## src/rtl/instr_fetch_ctrl.sv

```systemverilog
// Fetch sequencer for a combinational instruction memory: owns the PC, registers fetched
// words into a one-entry valid/ready stage, and stops on an all-zero word. Optional perf counters: FETCH_PERF_EN.
module instr_fetch_ctrl #(
    parameter int unsigned ADDR_W   = 6,
    parameter int unsigned INSTR_W  = 32,
    parameter int unsigned RESET_PC = 0
) (
    input  logic               clk,
    input  logic               rst_n,
    input  logic               start,
    output logic [ADDR_W-1:0]  imem_addr,
    input  logic [INSTR_W-1:0] imem_data,
    output logic               if_valid,
    output logic [INSTR_W-1:0] if_instr,
    output logic [ADDR_W-1:0]  if_pc,
    input  logic               id_ready,
    input  logic               redirect_valid,
    input  logic [ADDR_W-1:0]  redirect_pc,
    output logic               busy,
`ifdef FETCH_PERF_EN
    output logic [15:0]        perf_fetch,
    output logic [15:0]        perf_stall,
`endif
    output logic               done
);

    localparam logic [ADDR_W-1:0] RESET_PC_A = ADDR_W'(RESET_PC);
    localparam int unsigned       PERF_W     = 16;

    typedef enum logic [1:0] {
        S_IDLE  = 2'd0,
        S_FETCH = 2'd1,
        S_DRAIN = 2'd2,
        S_DONE  = 2'd3
    } state_t;

    state_t               state_q, state_d;
    logic [ADDR_W-1:0]    pc_q, pc_d;
    logic                 if_valid_d;
    logic [INSTR_W-1:0]   if_instr_d;
    logic [ADDR_W-1:0]    if_pc_d;
    logic                 busy_d, done_d;
    logic                 start_acc;
    logic                 handshake;
    logic                 slot_free;
    logic                 word_zero;

    assign handshake = if_valid & id_ready;
    assign slot_free = ~if_valid | id_ready;
    assign word_zero = (imem_data == '0);
    assign imem_addr = pc_q;

    // Next-state, PC and output-stage update; redirect outranks everything while active
    always_comb begin
        state_d    = state_q;
        pc_d       = pc_q;
        if_valid_d = if_valid;
        if_instr_d = if_instr;
        if_pc_d    = if_pc;
        start_acc  = 1'b0;
        case (state_q)
            S_IDLE, S_DONE: begin
                if (start) begin
                    state_d   = S_FETCH;
                    pc_d      = RESET_PC_A;
                    start_acc = 1'b1;
                end
            end
            S_FETCH: begin
                if (redirect_valid) begin
                    if_valid_d = 1'b0;
                    pc_d       = redirect_pc;
                end else if (slot_free) begin
                    if (!word_zero) begin
                        if_instr_d = imem_data;
                        if_pc_d    = pc_q;
                        if_valid_d = 1'b1;
                        pc_d       = pc_q + ADDR_W'(1);
                    end else begin
                        // end of program: the slot is either empty or being accepted now
                        if_valid_d = 1'b0;
                        state_d    = S_DRAIN;
                    end
                end
            end
            S_DRAIN: begin
                if (redirect_valid) begin
                    if_valid_d = 1'b0;
                    pc_d       = redirect_pc;
                    state_d    = S_FETCH;
                end else if (!if_valid) begin
                    state_d = S_DONE;
                end else if (id_ready) begin
                    if_valid_d = 1'b0;
                end
            end
            default: state_d = S_IDLE;
        endcase
    end

    always_comb begin
        busy_d = (state_d == S_FETCH) || (state_d == S_DRAIN);
        done_d = (state_d == S_DONE);
    end

    always_ff @(posedge clk or negedge rst_n) begin
        if (!rst_n) begin
            state_q  <= S_IDLE;
            pc_q     <= RESET_PC_A;
            if_valid <= 1'b0;
            if_instr <= '0;
            if_pc    <= '0;
            busy     <= 1'b0;
            done     <= 1'b0;
        end else begin
            state_q  <= state_d;
            pc_q     <= pc_d;
            if_valid <= if_valid_d;
            if_instr <= if_instr_d;
            if_pc    <= if_pc_d;
            busy     <= busy_d;
            done     <= done_d;
        end
    end

`ifdef FETCH_PERF_EN
    localparam logic [PERF_W-1:0] PERF_MAX = '1;

    // Saturating handshake and stall counters, cleared by an accepted start
    always_ff @(posedge clk or negedge rst_n) begin
        if (!rst_n) begin
            perf_fetch <= '0;
            perf_stall <= '0;
        end else if (start_acc) begin
            perf_fetch <= '0;
            perf_stall <= '0;
        end else begin
            if (handshake && (perf_fetch != PERF_MAX)) begin
                perf_fetch <= perf_fetch + PERF_W'(1);
            end
            if (if_valid && !id_ready && (perf_stall != PERF_MAX)) begin
                perf_stall <= perf_stall + PERF_W'(1);
            end
        end
    end
`else
    logic unused_perf;
    assign unused_perf = &{1'b0, start_acc, handshake, PERF_W[0]};
`endif

endmodule

```

## config.mk

```make
export PLATFORM = sky130hd
export DESIGN_NAME = instr_fetch_ctrl
export DESIGN_NICKNAME = d
export VERILOG_FILES = /design/src/rtl/instr_fetch_ctrl.sv
export SDC_FILE = /design/constraint.sdc
export NUM_CORES = 1
export LEC_CHECK = 0
export CORE_MARGIN = 4
export CORE_UTILIZATION = 30
export DETAILED_ROUTE_END_ITERATION = 12
export GPL_TIMING_DRIVEN = 0
export PLACE_DENSITY_LB_ADDON = 0.05
export SLEW_MARGIN = 20
export SYNTH_ARGS = -nofsm -noshare
export SYNTH_HDL_FRONTEND = slang
export SYNTH_SLANG_ARGS = --single-unit
export TNS_END_PERCENT = 100
```

## constraint.sdc

```tcl
create_clock -name clk -period 2.1 [get_ports clk]
set_input_delay 0.315 -clock clk [delete_from_list [all_inputs] [get_ports clk]]
set_output_delay 0.315 -clock clk [all_outputs]
set_load 0.02 [all_outputs]
```

==> results by group, run 1 <==
Outcome
  • Status: complete, no violations

Critical path
  • CP Capture Type: register
  • Crit Path Max Fanout: 5
  • Worst endpoint data arrival time: 2210 ps
  • Kind of critical path: primary input to register
  • CP Capture Point: if_instr[2]$_DFFE_PN0P_
  • RR Startpoint: state_q[1]$_DFF_PN0_
  • Crit Reg-Reg Endpoint: if_instr[2]$_DFFE_PN0P_
  • R2R cell count: 8
  • CP required: 2280 ps
  • Register-to-register setup slack: around 80 ps
  • CP startpoint: imem_data[25]
  • Critical path startpoint category: primary input

Logic synthesis
  • Sequential fraction of the synthesis area: 0.522
  • Netlist cell types: 37
  • Post-Syn Instances: between 150 and 200
  • Seq cells post-synth: 49
  • Synth Warn #: 0
  • Mapped cell area: ~0.0023 mm2
  • Avg Inst Size Synth: approximately 13 um2
  • Syn_nets: roughly 220

Timing
  • Fin. Hold Viols: 0
  • Worst-Margin Slew: 639 ps
  • Slew Limit Fails: 0
  • Unrepaired setup endpoints after global routing: yes
  • # setup viols final: 0
  • Crit share post-route: 0.965
  • Final min period: 2030 ps
  • Relative slew slack: 0.574
  • Setup Skew: 6.74 ps
  • F_max: 0.493 GHz

Detailed routing
  • DRC: 0
  • Via Count: 1796
  • Wirelength per Cell: 15.7 um
  • 1st-iter DRT viols: 66
  • Antenna-violating nets left: 0
  • Vias per cell: 4.69
  • Initial DRT Pass Iterations: 4
  • Total wire length: between 6 and 7 mm

Power and ir drop
  • Int Power: approximately 2.0 mW
  • Sequential share of power: 0.425
  • Switching pwr: 0.826 mW
  • Peak VDD IR: 0.375 mV
  • Logic pwr share: 0.340
  • PD cells: 763 mW/mm2
  • Switching share of power: 0.295
  • Pwr Total: ~2.8 mW
  • Share of power burned in the clock network: 0.236
  • Leak: between 1.5 and 2 nW

Die
  • Die Footprint: slightly above 0.009 mm2
  • Chip height: 96.5 um
  • Top-level port count: 90
  • Initial Util: 0.306
  • Core box area: 0.00769 mm2
  • Rows: 32
  • Die width: around 97 um

Global route
  • Global-route wire length before repair: ~9.5 mm
  • Overall routing resource usage: 0.131
  • Largest net degree at the start of global routing: 50
  • Vias in the first global route: 1846
  • Initial antenna violation count: 0
  • Total gr overflow: 0

Clock network
  • H-tree Lvls: 2
  • CTS tree: done
  • CTS Sinks: 49
  • Skew-Pair Late Insertion Delay: 300 ps
  • CTS max path bufs: 2
  • Clock-pin slew on the worst setup and hold paths: ~80 ps
  • Root buffer selected by CTS: clkbuf_8
  • Total CTS buffers: 5

Finish
  • Fin nets: 328
  • Fillers: 748
  • Commonest non-fill, non-tap cell in the layout: clkdlybuf4s50_1
  • Most frequent cells in the layout: 64 x clkdlybuf4s50_1, 49 x dfrtp_1, 23 x mux2_2
  • Antenna fix cells: 0
  • Layout area overhead: 56.0%
  • Utilization after layout: 0.477
  • Layout cells sized above 1: 0.292

Placed design
  • PortBufs: 89
  • Routability cong.: between 0.7 and 0.8
  • Dpl hpwl: between 4 and 5 mm

Hold path
  • Hold Path Class: primary input to asynchronous set/reset pin

Job
  • Max cap viols: 0
through the flow:
stage          instance area, um2  setup slack [ps]  setup TNS (ps)  hold WS [ps]  instances
2_1_floorplan                2350               240               0          19.4        176
3_3_place_gp                 3370              -845          -61420           487        367
3_5_place_dp                 3370              -752          -20450           397        367
4_1_cts                      3610             -19.1           -19.1          64.8        381
5_1_grt                      3670             -12.8           -12.8          86.6        383
6_report                     3670              73.3               0          29.5        383
layout make-up:
type | count | area (um2) | share of cell area
multi-input cells | 116 | 1140 | 0.312
clock buffers | 5 | 68.8 | 0.0188
repair buffers | 99 | 973 | 0.266
clock inverters | 2 | 35.0 | 0.00956
well taps | 102 | 128 | 0.0348
plain buffers | 6 | 77.6 | 0.0212
flip-flops and latches | 49 | 1230 | 0.334
inverters | 4 | 15.0 | 0.00410
metal layers:
layer | global-route usage | up-vias | part of all wire
li1 | - | 856 | -
met1 | 0.173 | 884 | 0.43
met2 | 0.209 | 51 | 0.48
met3 | 0.0442 | 5 | 0.079
met4 | 0.0315 | 0 | 0.010
met5 | 0 | - | 0
worst max-delay path, cell delays in order:
cell and delay (ps):
clkdlybuf4s50_1 480, nor4_1 50, nand4_1 150, buf_4 150
nor2_4 30, or3_4 340, buf_12 140, buf_4 130
buf_12 130, mux2_4 290
power by group through the flow:
stage                     Clock (mW)  Combinational [mW]  Sequential [mW]
after detailed placement           0               0.948             1.21
after global placement             0               0.951             1.20
after floorplan                    0               0.295             1.38
after CTS                      0.693               0.967             1.19
final                          0.659               0.951             1.19
after global routing           0.725                1.01             1.21
sequential cells by signal, indices dropped and copies added, names as in the netlist:
name and flops:
if_instr 32, if_pc 6, imem_addr 6, state_q 2, busy 1, done 1, if_valid 1
worst min path at each step:
| stage | endpoint | slack, ps | cells past startpoint |
|---|---|---|---|
| 6_report | if_instr[1]$_DFFE_PN0P_ | 30 | 1 |
| 5_1_grt | if_instr[29]$_DFFE_PN0P_ | 90 | 1 |
| 2_1_floorplan | busy$_DFF_PN0_ | 20 | 0 |
| 3_5_place_dp | if_instr[1]$_DFFE_PN0P_ | 400 | 1 |
| 3_3_place_gp | if_pc[3]$_DFFE_PN0P_ | 490 | 1 |
| 4_1_cts | if_instr[8]$_DFFE_PN0P_ | 60 | 1 |
kinds of logic (layout without fill, tap and decap cells):
kind of cell    count (synthesis)  in the layout  synth area share
mux                            44             44             0.242
compound gates                 23             23            0.0676
fa+ha+maj                       4              4            0.0213
xor+xnor                        2              2           0.00746
buf+inv                        11            116            0.0399
flops                          49             49             0.522
simple gates                   43             43            0.0996
synthesized netlist by cell type, drive strengths merged:
cell | n | share of area
nor3b | 1 | 0.0032
clkbuf | 3 | 0.0048
a31oi | 1 | 0.0027
and3 | 1 | 0.0027
nor2b | 1 | 0.0027
o21ai | 8 | 0.017
ha | 4 | 0.021
or3 | 3 | 0.010
nor3 | 1 | 0.0021
o31ai | 2 | 0.0085
mux2i | 1 | 0.0043
a22o | 1 | 0.0037
and2 | 1 | 0.0027
nand2b | 4 | 0.011
nand3 | 3 | 0.0064
nand2 | 5 | 0.0080
or4 | 1 | 0.0032
a21o | 1 | 0.0032
a21oi | 2 | 0.0043
a32o | 1 | 0.0043
mux2 | 43 | 0.24
xnor2 | 2 | 0.0075
inv | 4 | 0.0064
nand4 | 2 | 0.0053
nor2 | 11 | 0.019
a22oi | 3 | 0.0096
dfrtp | 49 | 0.52
o311ai | 2 | 0.0075
o31a | 1 | 0.0037
nor4 | 9 | 0.024
o211ai | 1 | 0.0032
buf | 4 | 0.029
timing repair:
| action | 4_1_cts | 5_1_grt |
|---|---|---|
| pin swaps | 15 | 9 |
| hold buffers | 0 | 0 |
| gates resized for setup | 37 | 14 |
| gates cloned | 1 | 0 |
| hold endpoints to repair | 0 | 0 |
| endpoints found under the setup margin | 46 | 17 |
| setup buffers | 7 | 2 |
Power figures use the tool's default switching activity.
==> inputs of run 2 (changes only) <==
Clock period 2.1 ns to 2.6 ns, I/O delays scaled along.
==> results by group, run 2 (synthesized netlist as in run 1, its figures left out) <==
Timing
  • Fin. Hold Viols: 0 (unchanged)
  • Relative slew slack: 0.576 (+0.00205)
  • Crit share post-route: 0.925
  • Worst-Margin Slew: 636 ps (-3.07 ps)
  • Setup Skew: 5.75 ps (-0.996 ps)
  • Final min period: 2410 ps
  • Unrepaired setup endpoints after global routing: no
  • Hold WS: 102 ps (+72.8 ps)
  • # setup viols final: 0 (unchanged)
  • F_max: about 0.42 GHz
  • Slew Limit Fails: 0 (unchanged)
  • Worst Setup Slack, final: 195 ps (+122 ps)
  • Setup tns final: 0 ps (unchanged)

Power and ir drop
  • Peak VDD IR: 0.300 mV (-20%)
  • Leak: 1.46 nW (-8.8%)
  • Pwr Total: 2.25 mW (-20%)
  • PD cells: 646 mW/mm2 (-15%)

Finish
  • Most frequent cells in the layout: 88 x clkdlybuf4s50_1, 49 x dfrtp_1, 23 x mux2_2
  • Final Cell Area: 0.00348 mm2 (-5.0%)
  • Largest register FFs: 32 (unchanged)
  • Most flop-heavy register: if_instr
  • Fin cells: 374 (-2.3%)
  • Commonest non-fill, non-tap cell in the layout: clkdlybuf4s50_1
  • Layout area overhead: 48.2%
  • Layout cells sized above 1: 0.221 (-0.0712)
  • Antenna fix cells: 0 (unchanged)
  • Utilization after layout: 0.453 (-0.0239)
  • Fin nets: 319 (-2.7%)

Clock network
  • Post_cts resized: 0 (-100%)
  • CTS Sinks: 49 (unchanged)
  • H-tree Lvls: 2 (unchanged)
  • CTS max path bufs: 2 (unchanged)
  • Total CTS buffers: 5 (unchanged)
  • Root buffer selected by CTS: clkbuf_8
  • Post-CTS Setup Bufs: 0 (-7)
  • Skew-Pair Late Insertion Delay: 300 ps (about the same)
  • CTS tree: done
  • Clock-pin slew on the worst setup and hold paths: 80 ps (about the same)
  • CTS Hold Bufs: 0 (unchanged)

Outcome
  • Status: complete, no violations

Critical path
  • Worst endpoint data arrival time: 2590 ps (+380 ps)
  • Critical path startpoint category: primary input
  • R2R cell count: 7 (-1)
  • Kind of critical path: primary input to register
  • CP Capture Type: register
  • CP required: 2780 ps (+500 ps)
  • Crit Path Max Fanout: 2 (-3)

Detailed routing
  • Wirelength per Cell: 15.6 um (-0.49%)
  • DRC: 0 (unchanged)
  • Antenna-violating nets left: 0 (unchanged)
  • Initial DRT Pass Iterations: 4 (unchanged)
  • Via Count: 1748 (-2.7%)
  • Total wire length: 5.85 mm (-2.8%)
  • 1st-iter DRT viols: 43 (-35%)
  • Vias per cell: 4.67 (-0.33%)

Die
  • Core box area: 0.00769 mm2 (unchanged)
  • Die Footprint: 0.00931 mm2 (unchanged)
  • Die width: 96.5 um (unchanged)
  • Rows: 32 (unchanged)
  • Top-level port count: 90 (unchanged)
  • Chip height: 96.5 um (unchanged)
  • Initial Util: 0.306 (unchanged)

Placed design
  • Area after DPL: 0.00337 mm2 (unchanged)
  • Post-Place Cells: 367 (unchanged)
  • Place WS: -327 ps (+425 ps)
  • Routability cong.: 0.739 (unchanged)
  • PortBufs: 89 (unchanged)
  • Dpl hpwl: 4.33 mm (unchanged)

Global route
  • Global-route wire length before repair: 9.27 mm (-2.1%)
  • Total gr overflow: 0 (unchanged)
  • Largest net degree at the start of global routing: 50 (unchanged)
  • Initial antenna violation count: 0 (unchanged)
  • Vias in the first global route: 1837 (-0.49%)
  • Overall routing resource usage: 0.128 (-0.00327)

Hold path
  • Hold Path Class: primary input to asynchronous set/reset pin

Job
  • Max cap viols: 0 (unchanged)
## run 2: cell types whose count changed in the layout (fill, tap and decap cells not counted), moves of 5 or more
cell | previous run | this run
clkdlybuf4s50_1 | 64 | 88
dlygate4sd2_1 | 21 | 0
buf_4 | 10 | 2
nor4_1 | 2 | 7
## run 2: layer usage
layer | part of all wire | global-route usage
met1 | 0.43 | 0.169
met5 | 0 | 0
met2 | 0.48 | 0.203
met4 | 0.011 | 0.0315
met3 | 0.084 | 0.0426
## run 2: report_power, final
| part | switching [mW] | total, mW | internal, mW |
|---|---|---|---|
| sequential | 0.0788 | 0.959 | 0.881 |
| clock | 0.252 | 0.532 | 0.280 |
| combinational | 0.327 | 0.757 | 0.431 |
## run 2: layout make-up
class / count / area, um2
fill: 744 / 4210
sequential: 49 / 1230
multi-input combinational: 116 / 1040
timing repair buffer: 89 / 888
tap: 102 / 128
buffer: 7 / 78.8
clock buffer: 5 / 68.8
clock inverter: 2 / 35.0
inverter: 4 / 15.0
## run 2: worst paths after layout
kind / start / to / slack [ps]
setup reg to reg: state_q[0]$_DFF_PN0_ / imem_addr[1]$_DFFE_PN0P_ / 360
setup / recovery: imem_data[16] / busy$_DFF_PN0_ / 190
hold reg to reg: if_instr[20]$_DFFE_PN0P_ / if_instr[20]$_DFFE_PN0P_ / 510
max in group asynchronous: rst_n / imem_addr[0]$_DFFE_PN0P_ / 2070
hold / removal: rst_n / if_instr[1]$_DFFE_PN0P_ / 100
min in group clk: if_instr[20]$_DFFE_PN0P_ / if_instr[20]$_DFFE_PN0P_ / 510
## run 2: worst max-delay path, cell delays in order
cell and delay [ps]:
clkdlybuf4s50_1 420, nor4_1 400, nand4_1 250, nor4_2 380, nor2_1 90, o311ai_0 340
ha_1 300
==> inputs of run 3 (changes only) <==
Settings changed: CORE_ASPECT_RATIO set to 1.2, CTS_BUF_LIST set to sky130_fd_sc_hd__clkbuf_8, TNS_END_PERCENT 100 to unset.
==> results by group, run 3 (synthesized netlist as in run 1, its figures left out) <==
Finish
  • Fin nets: 319 (unchanged)
  • Layout cells sized above 1: 0.220 (-0.000808)
  • Most frequent cells in the layout: 88 x clkdlybuf4s50_1, 49 x dfrtp_1, 23 x mux2_2
  • Largest register FFs: 32 (unchanged)
  • Fillers: 680 (-8.6%)
  • Utilization after layout: 0.453 (about the same)
  • Layout area overhead: 47.8%
  • Commonest non-fill, non-tap cell in the layout: clkdlybuf4s50_1
  • Most flop-heavy register: if_instr
  • Antenna fix cells: 0 (unchanged)

Timing
  • Final min period: 2360 ps (-44.3 ps)
  • Unrepaired setup endpoints after global routing: no
  • F_max: 0.424 GHz (+1.9%)
  • Slew Limit Fails: 0 (unchanged)
  • Setup Skew: 4.57 ps (-1.17 ps)
  • Crit share post-route: 0.908 (-0.0170)
  • Fin. Hold Viols: 0 (unchanged)
  • Worst-Margin Slew: 645 ps (+9.13 ps)
  • Relative slew slack: 0.570 (-0.00609)
  • # setup viols final: 0 (unchanged)

Power and ir drop
  • PD cells: 656 mW/mm2 (+1.7%)
  • Share of power burned in the clock network: 0.246 (+0.009)
  • Pwr Total: 2.28 mW (+1.4%)
  • Leak: 1.46 nW (+0.28%)
  • Switching pwr: 0.680 mW (+3.4%)
  • Sequential share of power: 0.421 (-0.006)
  • Switching share of power: 0.298 (+0.00591)
  • Int Power: 1.60 mW (+0.52%)
  • Logic pwr share: 0.333 (-0.004)
  • Peak VDD IR: 0.270 mV (-10%)

Clock network
  • Post-CTS Setup Bufs: 0 (unchanged)
  • Clock-pin slew on the worst setup and hold paths: 90 ps (about the same)
  • Root buffer selected by CTS: clkbuf_8
  • CTS tree: done
  • H-tree Lvls: 2 (unchanged)
  • CTS Sinks: 49 (unchanged)
  • Total CTS buffers: 5 (unchanged)
  • Skew-Pair Late Insertion Delay: 300 ps (about the same)
  • CTS max path bufs: 2 (unchanged)
  • CTS Hold Bufs: 0 (unchanged)

Detailed routing
  • Initial DRT Pass Iterations: 4 (unchanged)
  • Via Count: 1724 (-1.4%)
  • Total wire length: 5.97 mm (+2.0%)
  • 1st-iter DRT viols: 43 (unchanged)
  • Vias per cell: 4.72 (+1.1%)
  • Antenna-violating nets left: 0 (unchanged)
  • Wirelength per Cell: 16.3 um (+4.6%)
  • DRC: 0 (unchanged)

Die
  • Chip height: 105 um (+8.8%)
  • Die Footprint: 0.00932 mm2 (about the same)
  • Rows: 35 (+9.4%)
  • Core box area: 0.00766 mm2 (-0.31%)
  • Initial Util: 0.307 (+0.000948)
  • Die width: 88.8 um (-8.0%)
  • Top-level port count: 90 (unchanged)

Critical path
  • Kind of critical path: primary input to register
  • Register-to-register setup slack: 390 ps (+30 ps)
  • RR Startpoint: state_q[0]$_DFF_PN0_
  • CP Capture Type: register
  • CP required: 2790 ps (about the same)
  • Worst endpoint data arrival time: 2550 ps (-40 ps)
  • Crit Reg-Reg Endpoint: imem_addr[1]$_DFFE_PN0P_
  • Crit Path Max Fanout: 2 (unchanged)
  • R2R cell count: 7 (unchanged)
  • Critical path startpoint category: primary input

Global route
  • Vias in the first global route: 1866 (+1.6%)
  • Global-route wire length before repair: 9.45 mm (+1.9%)
  • Largest net degree at the start of global routing: 50 (unchanged)
  • Total gr overflow: 0 (unchanged)
  • Initial antenna violation count: 0 (unchanged)
  • Overall routing resource usage: 0.131 (+0.00259)

Placed design
  • Dpl hpwl: 4.36 mm (+0.56%)
  • PortBufs: 89 (unchanged)
  • Routability cong.: 0.769 (+4.0%)

Hold path
  • Hold Path Class: primary input to asynchronous set/reset pin

Outcome
  • Status: complete, no violations

Job
  • Max cap viols: 0 (unchanged)
## run 3: timing repair
| action | 4_1_cts | 5_1_grt |
|---|---|---|
| setup endpoints to repair | 0 | 1 |
| gates resized for setup | 0 | 1 |
| hold endpoints to repair | 0 | 0 |
## run 3: metrics by stage
step / TNS [ps] / cells / hold slack [ps] / setup WS (ps) / cell area, um2
floorplan: 0 / 176 / 94.4 / 712 / 2350
global placement: -26280 / 357 / 486 / -521 / 3360
detailed placement: -1210 / 357 / 470 / -216 / 3350
CTS: 0 / 365 / 127 / 109 / 3470
global route: 0 / 365 / 147 / 36.6 / 3470
finish: 0 / 365 / 96.6 / 239 / 3470
## run 3: how the worst max path moves through the flow
stage                                     to           from  slack [ps]  depth (start not counted)
finish                        busy$_DFF_PN0_  imem_data[13]         240                          7
floorplan                     busy$_DFF_PN0_  imem_data[16]         710                          6
CTS                           busy$_DFF_PN0_  imem_data[13]         110                          7
global route                  busy$_DFF_PN0_  imem_data[16]          40                          7
detailed placement            busy$_DFF_PN0_  imem_data[13]        -220                          7
global placement    if_instr[26]$_DFFE_PN0P_          rst_n        -520                          1
## run 3: final cells by class
class                   count  area [um2]  area share
inverters                   4        15.0     0.00432
repair buffers             89         888       0.256
clock buffers               5        68.8      0.0198
flip-flops and latches     49        1230       0.353
plain buffers               7        78.8      0.0227
well taps                  92         115      0.0332
clock inverters             3        43.8      0.0126
multi-input cells         116        1040       0.298
## run 3: metal layers
layer | GRT usage | vias up | wire [um] | share of wire
met5 | 0 | - | 0 | 0
met4 | 0.0324 | 0 | 70 | 0.012
met3 | 0.0315 | 6 | 442 | 0.074
met2 | 0.208 | 74 | 2740 | 0.46
met1 | 0.177 | 809 | 2720 | 0.46
li1 | - | 835 | - | -
## run 3: critical path, stage by stage
cell	delay [ps]
clkdlybuf4s50_1	440
nor4_1	410
nand4_1	250
nor4_2	350
nor2_1	80
o311ai_0	330
ha_1	300
## run 3: power groups by stage
stage	logic [mW]	registers (mW)	clock network, mW
3_5_place_dp	0.766	0.975	0
3_3_place_gp	0.770	0.973	0
6_report	0.758	0.959	0.562
5_1_grt	0.809	0.977	0.620
2_1_floorplan	0.238	1.12	0
4_1_cts	0.770	0.962	0.588
==> variant 1, RTL diff (settings of run 3) <==
Add a define of `FETCH_PERF_EN`.
--- a/src/rtl/instr_fetch_ctrl.sv
+++ b/src/rtl/instr_fetch_ctrl.sv
@@ -1,4 +1,6 @@
 // Fetch sequencer for a combinational instruction memory: owns the PC, registers fetched
 // words into a one-entry valid/ready stage, and stops on an all-zero word. Optional perf counters: FETCH_PERF_EN.
+`define FETCH_PERF_EN
+
 module instr_fetch_ctrl #(
     parameter int unsigned ADDR_W   = 6,
Function (old outputs only; new: perf_fetch and perf_stall): kept (Yosys induction, for registers that start in step).
==> variant 1 against run 3 <==
- the flow now finishes with violations (hold timing)
- count of clock-buffer cells in the layout is 4 higher
- wire length rose by 80%
- sequential cell count up 32
- synthesized area is 70% higher
- final cell count is 81% higher
- highest routed layer unchanged
- critical path type unchanged
- via count rose by 87%
- worst setup slack worse by 0.12 ns
- design area grew 62%
- total power up 68%
==> variant 1: results (changes against run 3) <==
Yosys cell types 52 (was 37); CP startpoint imem_data[16] (was imem_data[13]); largest cells by area after synthesis dfrtp_1, mux2_1, xnor2_1 (was dfrtp_1, mux2_4, mux2_2); worst flop-to-flop path endpoint if_instr[3] (was imem_addr[1]); drt total wl 10720 microns (was 5966 microns); final std cells w/o fill 661 (was 365); R2R cell count 8 (was 7); status finished, violations left (was finished, final reports clean); R2R setup slack 0.35 ns (was 0.39 ns); largest net degree at the start of global routing 47 (was 50); Max VDD drop 0.0003428 V (was 0.0002702 V); IO Port Bufs 121 (was 89); Placer Congestion 0.7554 (was 0.7687); Reg-to-Reg Start state_q[1] (was state_q[0]); Hold Fails Final Rpt 1 (was 0); Placed Instances 645 (was 357); relative slew slack 56.36% (was 56.97%); CTS Buf Count 9 (was 5); syn_nets 408 (was 223); CTS H-tree lvls 3 (was 2); failing checks hold timing; Worst Hold Slack -0.005861 ns (was 0.09665 ns); crit path max fanout 10 (was 2); DP HPWL 7983 microns (was 4358 microns); number of global-route vias before repair 3471 (was 1866)
==> variant 1: changes by cell type after synthesis, moves of 7 or more <==
cell,delta
nand2_1,+13
nand4_1,+7
mux2_1,+30
nor2_1,+28
mux2_4,-20
dfrtp_1,+32
inv_1,+7
a211oi_1,+12
mux2_2,-8
xnor2_1,+25
nand3_1,+7
==> variant 1: per-stage QoR <==
step | util, % | setup WS, ns | TNS (ns) | instance area, sq um
after floorplan | - | 0.6424 | 0 | 3986
after global placement | 42.09 | -2.072 | -175.58 | 5403
after detailed placement | 42.28 | -0.3480 | -8.654 | 5428
after CTS | 43.74 | 0.04509 | 0 | 5615
after global routing | 43.81 | 0.01611 | 0 | 5624
final | 43.81 | 0.1206 | 0 | 5624
==> variant 1: cell families (layout without fill, tap and decap cells) <==
kind of cell,Yosys count,after routing,synth area share (%)
AOI/OAI and AO/OA,50,50,9.700
xor gates and xnor gates,27,27,5.932
adders and majority gates,6,6,1.883
buffers and inverters,28,166,2.981
DFF,81,81,50.85
muxes,47,47,13.21
and+or+nand+nor,120,120,15.44
==> variant 1: area by class of cell <==
type / count / area, sq um
fill: 1285 / 7213
buffer: 17 / 77.57
clock inverter: 7 / 63.81
clock buffer: 9 / 123.9
sequential: 81 / 2027
tap: 164 / 205.2
inverter: 11 / 41.29
timing repair buffer: 122 / 1236
multi-input combinational: 250 / 1849
==> variant 1: worst max path at each step <==
stage / endpoint / cells after the start
global route: if_instr[6] / 8
detailed placement: if_instr[3] / 8
CTS: if_instr[3] / 8
floorplan: if_instr[0] / 7
global placement: if_instr[18] / 1
finish: if_instr[3] / 8
==> variant 1: metal layers <==
| metal | vias up | wire (microns) | global-route usage (%) |
|---|---|---|---|
| li1 | 1565 | - | - |
| met1 | 1579 | 4486 | 17.81 |
| met2 | 71 | 5420 | 25.26 |
| met3 | 7 | 696 | 4.829 |
| met4 | 0 | 112 | 4.409 |
| met5 | - | 0 | 0 |
==> variant 1: power breakdown <==
group | internal, W | switching, W
combinational | 0.000644 | 0.000603
clock | 0.000436 | 0.000470
sequential | 0.00147 | 0.000202
total | 0.00255 | 0.00128
==> variant 2, RTL diff (flow settings as in run 3) <==
Without the edit above. Encoding of `state_t`: now one-hot (4 bits for 4 states).
--- a/src/rtl/instr_fetch_ctrl.sv
+++ b/src/rtl/instr_fetch_ctrl.sv
@@ -28,9 +28,9 @@
     localparam int unsigned       PERF_W     = 16;
 
-    typedef enum logic [1:0] {
-        S_IDLE  = 2'd0,
-        S_FETCH = 2'd1,
-        S_DRAIN = 2'd2,
-        S_DONE  = 2'd3
+    typedef enum logic [3:0] {
+        S_IDLE  = 4'b0001,
+        S_FETCH = 4'b0010,
+        S_DRAIN = 4'b0100,
+        S_DONE  = 4'b1000
     } state_t;
 
Formal check against the unedited RTL: same outputs for any inputs over 10 cycles, from zero or initial values and one cycle with rst_n low; not proved beyond that.
==> variant 2 against run 3 <==
- wire length fell by 1.8%
- first-iteration DRC count decreased by 23%
- worst setup slack better by 0.075 ns
- design area down 0.68%
- synthesized area increased by 0.59%
- sequential cell count increased by 2
Power is not compared: it rests on default switching activity, and its combinational part moved more than twofold at a synthesized area within 25%.
==> variant 2: results (changes against run 3) <==
Syn Inst Count 174 (was 176); Placer Congestion 0.7743 (was 0.7687); Layout Nets 314 (was 319); Reg-to-Reg Start state_q[0] (unchanged); Synth Area in Compound Gates 6.723% (was 6.763%); worst flop-to-flop path endpoint imem_addr[0] (was imem_addr[1]); CP startpoint imem_data[25] (was imem_data[13]); Post-Synth XOR/XNOR Area 0.7411% (was 0.7455%); number of flip-flops under the largest register name 32 (unchanged); proportion of layout cells with a drive suffix above 1 22.14% (was 21.98%); Via density 4.799 (was 4.723); post-synthesis mux area share 22.55% (was 24.23%); number of global-route vias before repair 1786 (was 1866); largest net degree at the start of global routing 52 (was 50); Starting DRT DRC Count 33 (was 43); post-synthesis sequential area ratio 54.05% (was 52.18%); WL met3 425 microns (was 442 microns); grt met3 use 3.206% (was 3.155%); drt total wl 5856 microns (was 5966 microns); Top delay family on crit path simple AND/OR/NAND/NOR gates (unchanged); largest cells by area after synthesis dfrtp_1, mux2_4, mux2_2 (unchanged); Yosys cell types 39 (was 37); via count 1742 (was 1724); clk root buf clkbuf_8 (unchanged); Adder-Cell Fraction of Synth Area 0.5294% (was 2.130%); relative slew slack 49.83% (was 56.97%); status finished, final reports clean (unchanged); most common library cells after synthesis dfrtp_1, mux2_4, mux2_2 (was dfrtp_1, mux2_2, mux2_4); Worst Hold Slack 0.1114 ns (was 0.09665 ns); GR met2 Demand/Resource 20.97% (was 20.81%); routed wl met2 2841 microns (was 2736 microns); DP HPWL 4442 microns (was 4358 microns); syn_nets 218 (was 223); crit path to if_instr[13] (was busy); met1 Usage GRT 16.58% (was 17.70%); clock skew 0.01035 ns (was 0.004571 ns); R2R setup slack 0.62 ns (was 0.39 ns); Critical Path Stages 8 (was 7); Global Route Usage Sum 12.74% (was 13.08%); first-pass GRT wire length 9432 microns (was 9446 microns); # fillers 724 (was 680)
==> variant 2: power by group <==
| part | total, W | leakage, nW | internal (W) | switching, W |
|---|---|---|---|---|
| Combinational | 0.00173 | 0.797 | 0.000962 | 0.000772 |
| Clock | 0.000438 | 0.0505 | 0.000182 | 0.000256 |
| Sequential | 0.00130 | 0.647 | 0.00111 | 0.000190 |
==> variant 2: final cells by class <==
cell class	count	area share [%]
Clock buffer	5	1.996
Multi-Input combinational cell	114	28.88
Timing Repair Buffer	89	25.76
Clock inverter	3	0.3628
Inverter	2	0.2177
Buffer	7	2.395
Tap cell	92	3.338
Sequential cell	51	37.05
==> variant 2: metrics by stage <==
stage	area, sq um	setup WS (ns)
3_5_place_dp	3367	-0.07759
3_3_place_gp	3369	-0.5379
4_1_cts	3448	0.2405
5_1_grt	3448	0.2054
2_1_floorplan	2364	0.7618
6_report	3448	0.3138
